[config.mk]
export PLATFORM = sky130hd
export DESIGN_NAME = fifo_sync_param
export DESIGN_NICKNAME = d
export VERILOG_FILES = /design/src/rtl/fifo_pkg.sv /design/src/rtl/fifo_mem.sv /design/src/rtl/fifo_sync_param.sv
export SDC_FILE = /design/constraint.sdc
export NUM_CORES = 1
export LEC_CHECK = 0
export BUFFER_PORTS_ARGS = -buffer_cell sky130_fd_sc_hd__buf_2
export CAP_MARGIN = 20
export CORE_MARGIN = 1.5
export CORE_UTILIZATION = 35
export DETAILED_ROUTE_END_ITERATION = 10
export PLACE_DENSITY_LB_ADDON = 0.1
export SKIP_LAST_GASP = 1
export SLEW_MARGIN = 30
export SYNTH_ARGS = -nofsm -noshare
export SYNTH_HDL_FRONTEND = slang
export SYNTH_SLANG_ARGS = --single-unit
[constraint.sdc]
create_clock -name clk -period 8.17 [get_ports clk]
set_clock_uncertainty 0.15 [all_clocks]
set_input_delay 0.817 -clock clk [delete_from_list [all_inputs] [get_ports clk]]
set_output_delay 0.817 -clock clk [all_outputs]
set_load 0.03 [all_outputs]
[src/rtl/fifo_pkg.sv]
// Shared constants and helpers for the parametrised synchronous FIFO.
// Latency: n/a (package only; no logic).
// Backpressure: n/a.
// Contents: read-mode constants, occupancy-counter width helper, parameter legality helper.
package fifo_pkg;

  // Read-mode selection for the FWFT parameter.
  localparam int FIFO_STD  = 0;
  localparam int FIFO_FWFT = 1;

  // Occupancy counter width: one extra bit so DEPTH itself is representable.
  function automatic int fifo_cw(input int depth);
    return $clog2(depth) + 1;
  endfunction

  // True when depth is a power of two and at least 2.
  function automatic bit fifo_depth_ok(input int depth);
    return (depth >= 2) && ((depth & (depth - 1)) == 0);
  endfunction

endpackage

[src/rtl/fifo_mem.sv]
// Simple dual-port storage array: one synchronous write port, one asynchronous read port.
// Latency: write lands on the clock edge; read data is combinational from raddr.
// Backpressure: none; the caller gates we.
// Ports: clk, we (write strobe), waddr/wdat (write address/data), raddr/rdat (read address/data).
module fifo_mem #(
  parameter int WIDTH = 8,
  parameter int DEPTH = 64
) (
  input  logic                       clk,
  input  logic                       we,
  input  logic [$clog2(DEPTH)-1:0]   waddr,
  input  logic [WIDTH-1:0]           wdat,
  input  logic [$clog2(DEPTH)-1:0]   raddr,
  output logic [WIDTH-1:0]           rdat
);

  // Contents are intentionally not reset; occupancy tracking makes stale words invisible.
  logic [WIDTH-1:0] mem [DEPTH];

  always_ff @(posedge clk) begin
    if (we) begin
      mem[waddr] <= wdat;
    end
  end

  assign rdat = mem[raddr];

endmodule

[src/rtl/fifo_sync_param.sv]
// Parametrised single-clock FIFO with standard or first-word-fall-through read, flush and sticky errors.
// Latency: standard mode write-to-read 2 cycles, data 1 cycle after rd_en; FWFT shows a new word 1 cycle after the write.
// Backpressure: writes dropped when full unless a pop happens in the same cycle; drops/empty reads set sticky flags.
// Ports: clk, rst (sync, active-high), clr (sync flush), wr_en/buf_in (write), rd_en/buf_out (read),
//        buf_empty/buf_full/almost_empty/almost_full (occupancy decodes), fifo_counter, overflow/underflow (sticky).
module fifo_sync_param
  import fifo_pkg::*;
#(
  parameter int WIDTH    = 8,
  parameter int DEPTH    = 64,
  parameter int FWFT     = FIFO_STD,
  parameter int AF_LEVEL = DEPTH - 4,
  parameter int AE_LEVEL = 4
) (
  input  logic                     clk,
  input  logic                     rst,
  input  logic                     clr,
  input  logic                     wr_en,
  input  logic [WIDTH-1:0]         buf_in,
  input  logic                     rd_en,
  output logic [WIDTH-1:0]         buf_out,
  output logic                     buf_empty,
  output logic                     buf_full,
  output logic                     almost_empty,
  output logic                     almost_full,
  output logic [$clog2(DEPTH):0]   fifo_counter,
  output logic                     overflow,
  output logic                     underflow
);

  localparam int AW = $clog2(DEPTH);
  localparam int CW = fifo_cw(DEPTH);

  localparam logic [CW-1:0] DEPTH_C = CW'(DEPTH);
  localparam logic [CW-1:0] AF_C    = CW'(AF_LEVEL);
  localparam logic [CW-1:0] AE_C    = CW'(AE_LEVEL);

  // Parameter legality, checked once at elaboration.
  if (!(fifo_depth_ok(DEPTH) && (WIDTH >= 1) && (AE_LEVEL < AF_LEVEL) && (AF_LEVEL <= DEPTH) &&
        ((FWFT == FIFO_STD) || (FWFT == FIFO_FWFT)))) begin : g_param_check
    $error("fifo_sync_param: illegal parameters (DEPTH pow2>=2, WIDTH>=1, AE_LEVEL<AF_LEVEL<=DEPTH, FWFT 0/1)");
  end

  logic [AW-1:0]    wr_ptr;
  logic [AW-1:0]    rd_ptr;
  logic [CW-1:0]    count;
  logic             ovf_q;
  logic             udf_q;
  logic             rd_ok;
  logic             wr_ok;
  logic             mem_we;
  logic [WIDTH-1:0] rd_dat;

  // Flags decode the registered occupancy only.
  assign buf_empty    = (count == '0);
  assign buf_full     = (count == DEPTH_C);
  assign almost_empty = (count <= AE_C);
  assign almost_full  = (count >= AF_C);
  assign fifo_counter = count;
  assign overflow     = ovf_q;
  assign underflow    = udf_q;

  // A full FIFO still accepts a write when a pop frees the slot in the same cycle.
  assign rd_ok = rd_en && !buf_empty;
  assign wr_ok = wr_en && (!buf_full || rd_ok);

  // rst and clr discard any concurrent write so the array never sees it.
  assign mem_we = wr_ok && !rst && !clr;

  fifo_mem #(
    .WIDTH (WIDTH),
    .DEPTH (DEPTH)
  ) u_mem (
    .clk   (clk),
    .we    (mem_we),
    .waddr (wr_ptr),
    .wdat  (buf_in),
    .raddr (rd_ptr),
    .rdat  (rd_dat)
  );

  // Pointer, occupancy and sticky error state. Priority: rst > clr > wr/rd.
  always_ff @(posedge clk) begin
    if (rst || clr) begin
      wr_ptr <= '0;
      rd_ptr <= '0;
      count  <= '0;
      ovf_q  <= 1'b0;
      udf_q  <= 1'b0;
    end else begin
      if (wr_ok) begin
        wr_ptr <= wr_ptr + AW'(1);
      end
      if (rd_ok) begin
        rd_ptr <= rd_ptr + AW'(1);
      end
      case ({wr_ok, rd_ok})
        2'b10:   count <= count + CW'(1);
        2'b01:   count <= count - CW'(1);
        default: count <= count;
      endcase
      if (wr_en && !wr_ok) begin
        ovf_q <= 1'b1;
      end
      if (rd_en && !rd_ok) begin
        udf_q <= 1'b1;
      end
    end
  end

  if (FWFT == FIFO_FWFT) begin : g_fwft
    // Head word is shown directly; zero when nothing is queued (also covers flush/reset).
    assign buf_out = buf_empty ? '0 : rd_dat;
  end else begin : g_std
    logic [WIDTH-1:0] out_q;

    // Registered read: capture the head word on a successful pop, hold otherwise.
    always_ff @(posedge clk) begin
      if (rst || clr) begin
        out_q <= '0;
      end else if (rd_ok) begin
        out_q <= rd_dat;
      end
    end

    assign buf_out = out_q;
  end

endmodule

==> out/summary.txt <==
Vertical die dimension: 249.2 µm
Remaining global-route overflow: 0
Max transition margin: 0.3694
CTS-repair resized insts: 0
Sequential-to-total area share from yosys stat: 0.7519
Number of nets in the final layout: 1188
DP HPWL: 30940 µm
Unrepaired setup endpoints after global routing: no
Inserted Clock Buffers: 57
Part of the cycle the worst path needs: 0.4123
Worst hold path type: reg -> reg
Clock Root Buffer: sky130_fd_sc_hd__clkbuf_16
Core area: 0.06013 mm²
Post-synth cell types: 49
Global Route Usage Sum: 0.1710
Number of sinks handled by clock tree synthesis: 541
First-pass GRT wire length: 76630 µm
Via-per-instance ratio: 5.252
N_diodes: 0
Synth Cell Area: 0.02122 mm²
Max Cap Viol: 0
Later-pin clock latency in the skew report: 620 ps
Number of antenna violations at the first check in global routing: 1
Number of port buffers: 33
Number of synthesized flops with an enable pin: 512
Syn Nets: 1135
Final wirelength: 52990 µm
Dominant cell type by area after synthesis: sky130_fd_sc_hd__edfxtp_1
Worst Path Required: 8250 ps
Number of optimization iterations in the first detailed-route pass: 5
Run status: finished clean
R2R Path Start: fifo_counter[2]
Total of endpoints with negative setup slack in the final report: 0
Per-cell routed wire length: 26.56 µm
Yosys top cell area share: 0.7245
Utilization after layout: 0.3998
Maximum number of pins on one net before global-route repair: 90
Synth Area per Inst: 19.05 µm²
Antenna Nets Post-Route: 0
Top achievable clock speed: 296.9 MHz
Effective utilization at floorplan: 0.3529
Clock-pin transition on the worst setup and hold timing paths: 60 ps
Setup bufs post-CTS: 0
Number of ports placed on the die boundary: 34
Type of the worst setup path: reg -> reg
Cell leakage power: 7.207 nW
Synthesized flop and latch total: 541
Area growth from synthesis to layout: 13.30%
H-tree levels: 2
Synth area leaders: sky130_fd_sc_hd__edfxtp_1, sky130_fd_sc_hd__mux4_2, sky130_fd_sc_hd__mux2i_1
Via Count: 10480
Reg-to-reg setup timing slack: 4800 ps
Fraction of registers with async set or reset after synthesis: 0
Proportion of layout cells with a drive suffix above 1: 0.2036
Standard-cell row count: 90
Via count of the first global-routing pass: 10770
Category of the worst setup path capture point: register
Clk buf depth: 3
Category of the worst setup path launch point: register
Data arrival time of the critical path: 3450 ps
Number of violations reported at the end of detailed-routing iteration 0: 838
Placer congestion estimate: 0.7373
Peak ir drop on the vdd network: 167.6 µV
P per Cell Area: 237.4 mW/mm²
Worst-Margin Slew: 945.9 ps
Cells on worst reg2reg path: 5
Final hold violations: 0
Hold buffer count at CTS: 0
Worst r2r dst: u_mem.mem[10][2]
Max Fanout on Critical Path: 8
Most used flip-flop cell after synthesis: sky130_fd_sc_hd__edfxtp_1
Final Max Slew Viols: 0
Filler cell count in the final layout: 5429
Setup TNS Final: 0 ps
Die outline width: 249.2 µm
Remaining design rule violation count: 0
Minimum clock period after layout: 3369 ps
Number of instances in the synthesized netlist: 1114
Die Footprint: 0.06212 mm²
End point of the critical path: u_mem.mem[10][2]
TritonCTS clock tree: done
Launching instance or port of the critical path: fifo_counter[2]
Yosys warns: 0
cell usage after synthesis, types with 2 or more instances:
cell / n
sky130_fd_sc_hd__inv_1: 7
sky130_fd_sc_hd__mux2i_1: 83
sky130_fd_sc_hd__xnor2_1: 6
sky130_fd_sc_hd__o221ai_1: 15
sky130_fd_sc_hd__buf_4: 6
sky130_fd_sc_hd__edfxtp_1: 512
sky130_fd_sc_hd__o21ai_4: 2
sky130_fd_sc_hd__buf_1: 5
sky130_fd_sc_hd__ha_1: 7
sky130_fd_sc_hd__or3b_2: 3
sky130_fd_sc_hd__a21o_1: 2
sky130_fd_sc_hd__nor3_1: 5
sky130_fd_sc_hd__dfxtp_1: 29
sky130_fd_sc_hd__a22oi_1: 23
sky130_fd_sc_hd__buf_2: 18
sky130_fd_sc_hd__a32oi_1: 7
sky130_fd_sc_hd__mux4_2: 97
sky130_fd_sc_hd__nand3b_1: 5
sky130_fd_sc_hd__nor2b_1: 7
sky130_fd_sc_hd__and3_1: 2
sky130_fd_sc_hd__o21ai_0: 10
sky130_fd_sc_hd__a211oi_1: 16
sky130_fd_sc_hd__clkbuf_1: 30
sky130_fd_sc_hd__nand2_1: 35
sky130_fd_sc_hd__nand3_1: 19
sky130_fd_sc_hd__nor2_1: 89
sky130_fd_sc_hd__xor2_1: 8
sky130_fd_sc_hd__or3_1: 3
sky130_fd_sc_hd__o21ai_1: 2
sky130_fd_sc_hd__nand4_1: 5
sky130_fd_sc_hd__o22ai_1: 16
sky130_fd_sc_hd__a21oi_1: 23
through the flow:
step	std cells	hold WS (ps)	area (µm²)	power, mW	setup slack (ps)
after floorplan	1114	348.7	21220	3.207	5188
after global placement	1890	307.8	22270	3.296	4050
after detailed placement	1890	307.4	22280	3.296	4199
after CTS	1995	322.3	24040	5.770	4776
after global routing	1995	366.3	24040	5.883	4570
final	1995	324.5	24040	5.709	4801
power breakdown:
| group | switching (mW) | internal, mW |
|---|---|---|
| logic | 0.127 | 0.0617 |
| clock network | 1.06 | 1.42 |
| registers | 0.00559 | 3.04 |
routing by layer:
metal | global-route usage | wire, µm
met1 | 0.2484 | 25120
met3 | 0.02487 | 1979
met4 | 0.04704 | 1100
met5 | 0 | 8
met2 | 0.2688 | 24780
cell type report:
class | count | area (µm²) | share of cell area
flip-flops and latches | 541 | 15970 | 0.6641
clock inverters | 31 | 221.5 | 0.009212
multi-input cells | 506 | 4969 | 0.2067
well taps | 782 | 978.4 | 0.04070
repair buffers | 54 | 337.8 | 0.01405
clock buffers | 74 | 1543 | 0.06417
inverters | 7 | 26.28 | 0.001093
kinds of logic after synthesis:
family | synth area share
compound gates | 0.04122
xor+xnor | 0.005778
fa+ha+maj | 0.005071
buf+inv | 0.01433
flops | 0.7519
mux | 0.1426
simple gates | 0.03909
state kept, by name (all words and copies together) (netlist names):
name,count
buf_out,8
overflow,1
wr_ptr,6
underflow,1
u_mem.mem,512
fifo_counter,7
rd_ptr,6
how the worst min path moves through the flow:
| stage | from | endpoint | slack, ps | cells after the start |
|---|---|---|---|---|
| after global placement | underflow | underflow | 310 | 2 |
| after CTS | overflow | overflow | 320 | 2 |
| after detailed placement | overflow | overflow | 310 | 2 |
| after global routing | overflow | overflow | 370 | 2 |
| after floorplan | wr_ptr[1] | wr_ptr[1] | 350 | 2 |
| final | overflow | overflow | 320 | 2 |
cells in the final DEF, fill, tap and decap left out, types with 2 or more instances in the layout:
master	count
sky130_fd_sc_hd__a211oi_1	16
sky130_fd_sc_hd__a21o_1	2
sky130_fd_sc_hd__a21oi_1	23
sky130_fd_sc_hd__a22oi_1	23
sky130_fd_sc_hd__a32oi_1	7
sky130_fd_sc_hd__and3_1	2
sky130_fd_sc_hd__buf_2	32
sky130_fd_sc_hd__buf_4	21
sky130_fd_sc_hd__bufinv_16	3
sky130_fd_sc_hd__clkbuf_1	14
sky130_fd_sc_hd__clkbuf_16	59
sky130_fd_sc_hd__clkinv_1	14
sky130_fd_sc_hd__clkinv_2	11
sky130_fd_sc_hd__clkinvlp_4	2
sky130_fd_sc_hd__dfxtp_1	26
sky130_fd_sc_hd__dfxtp_4	3
sky130_fd_sc_hd__edfxtp_1	512
sky130_fd_sc_hd__ha_1	7
sky130_fd_sc_hd__inv_1	7
sky130_fd_sc_hd__mux2i_1	83
sky130_fd_sc_hd__mux4_2	97
sky130_fd_sc_hd__nand2_1	35
sky130_fd_sc_hd__nand3_1	18
sky130_fd_sc_hd__nand3b_1	5
sky130_fd_sc_hd__nand4_1	5
sky130_fd_sc_hd__nor2_1	89
sky130_fd_sc_hd__nor2b_1	6
sky130_fd_sc_hd__nor3_1	5
sky130_fd_sc_hd__o21ai_0	10
sky130_fd_sc_hd__o21ai_1	2
sky130_fd_sc_hd__o21ai_4	2
sky130_fd_sc_hd__o221ai_1	15
sky130_fd_sc_hd__o22ai_1	16
sky130_fd_sc_hd__or3_1	3
sky130_fd_sc_hd__or3b_2	3
sky130_fd_sc_hd__xnor2_1	6
sky130_fd_sc_hd__xor2_1	8
critical path: stages, from the launching register on:
cell and delay (ps):
sky130_fd_sc_hd__dfxtp_1 450, sky130_fd_sc_hd__or4_1 320, sky130_fd_sc_hd__o31ai_4 150, sky130_fd_sc_hd__nor3_1 440, sky130_fd_sc_hd__nand2_1 610, sky130_fd_sc_hd__nor2_1 870
Power figures use the tool's default switching activity.
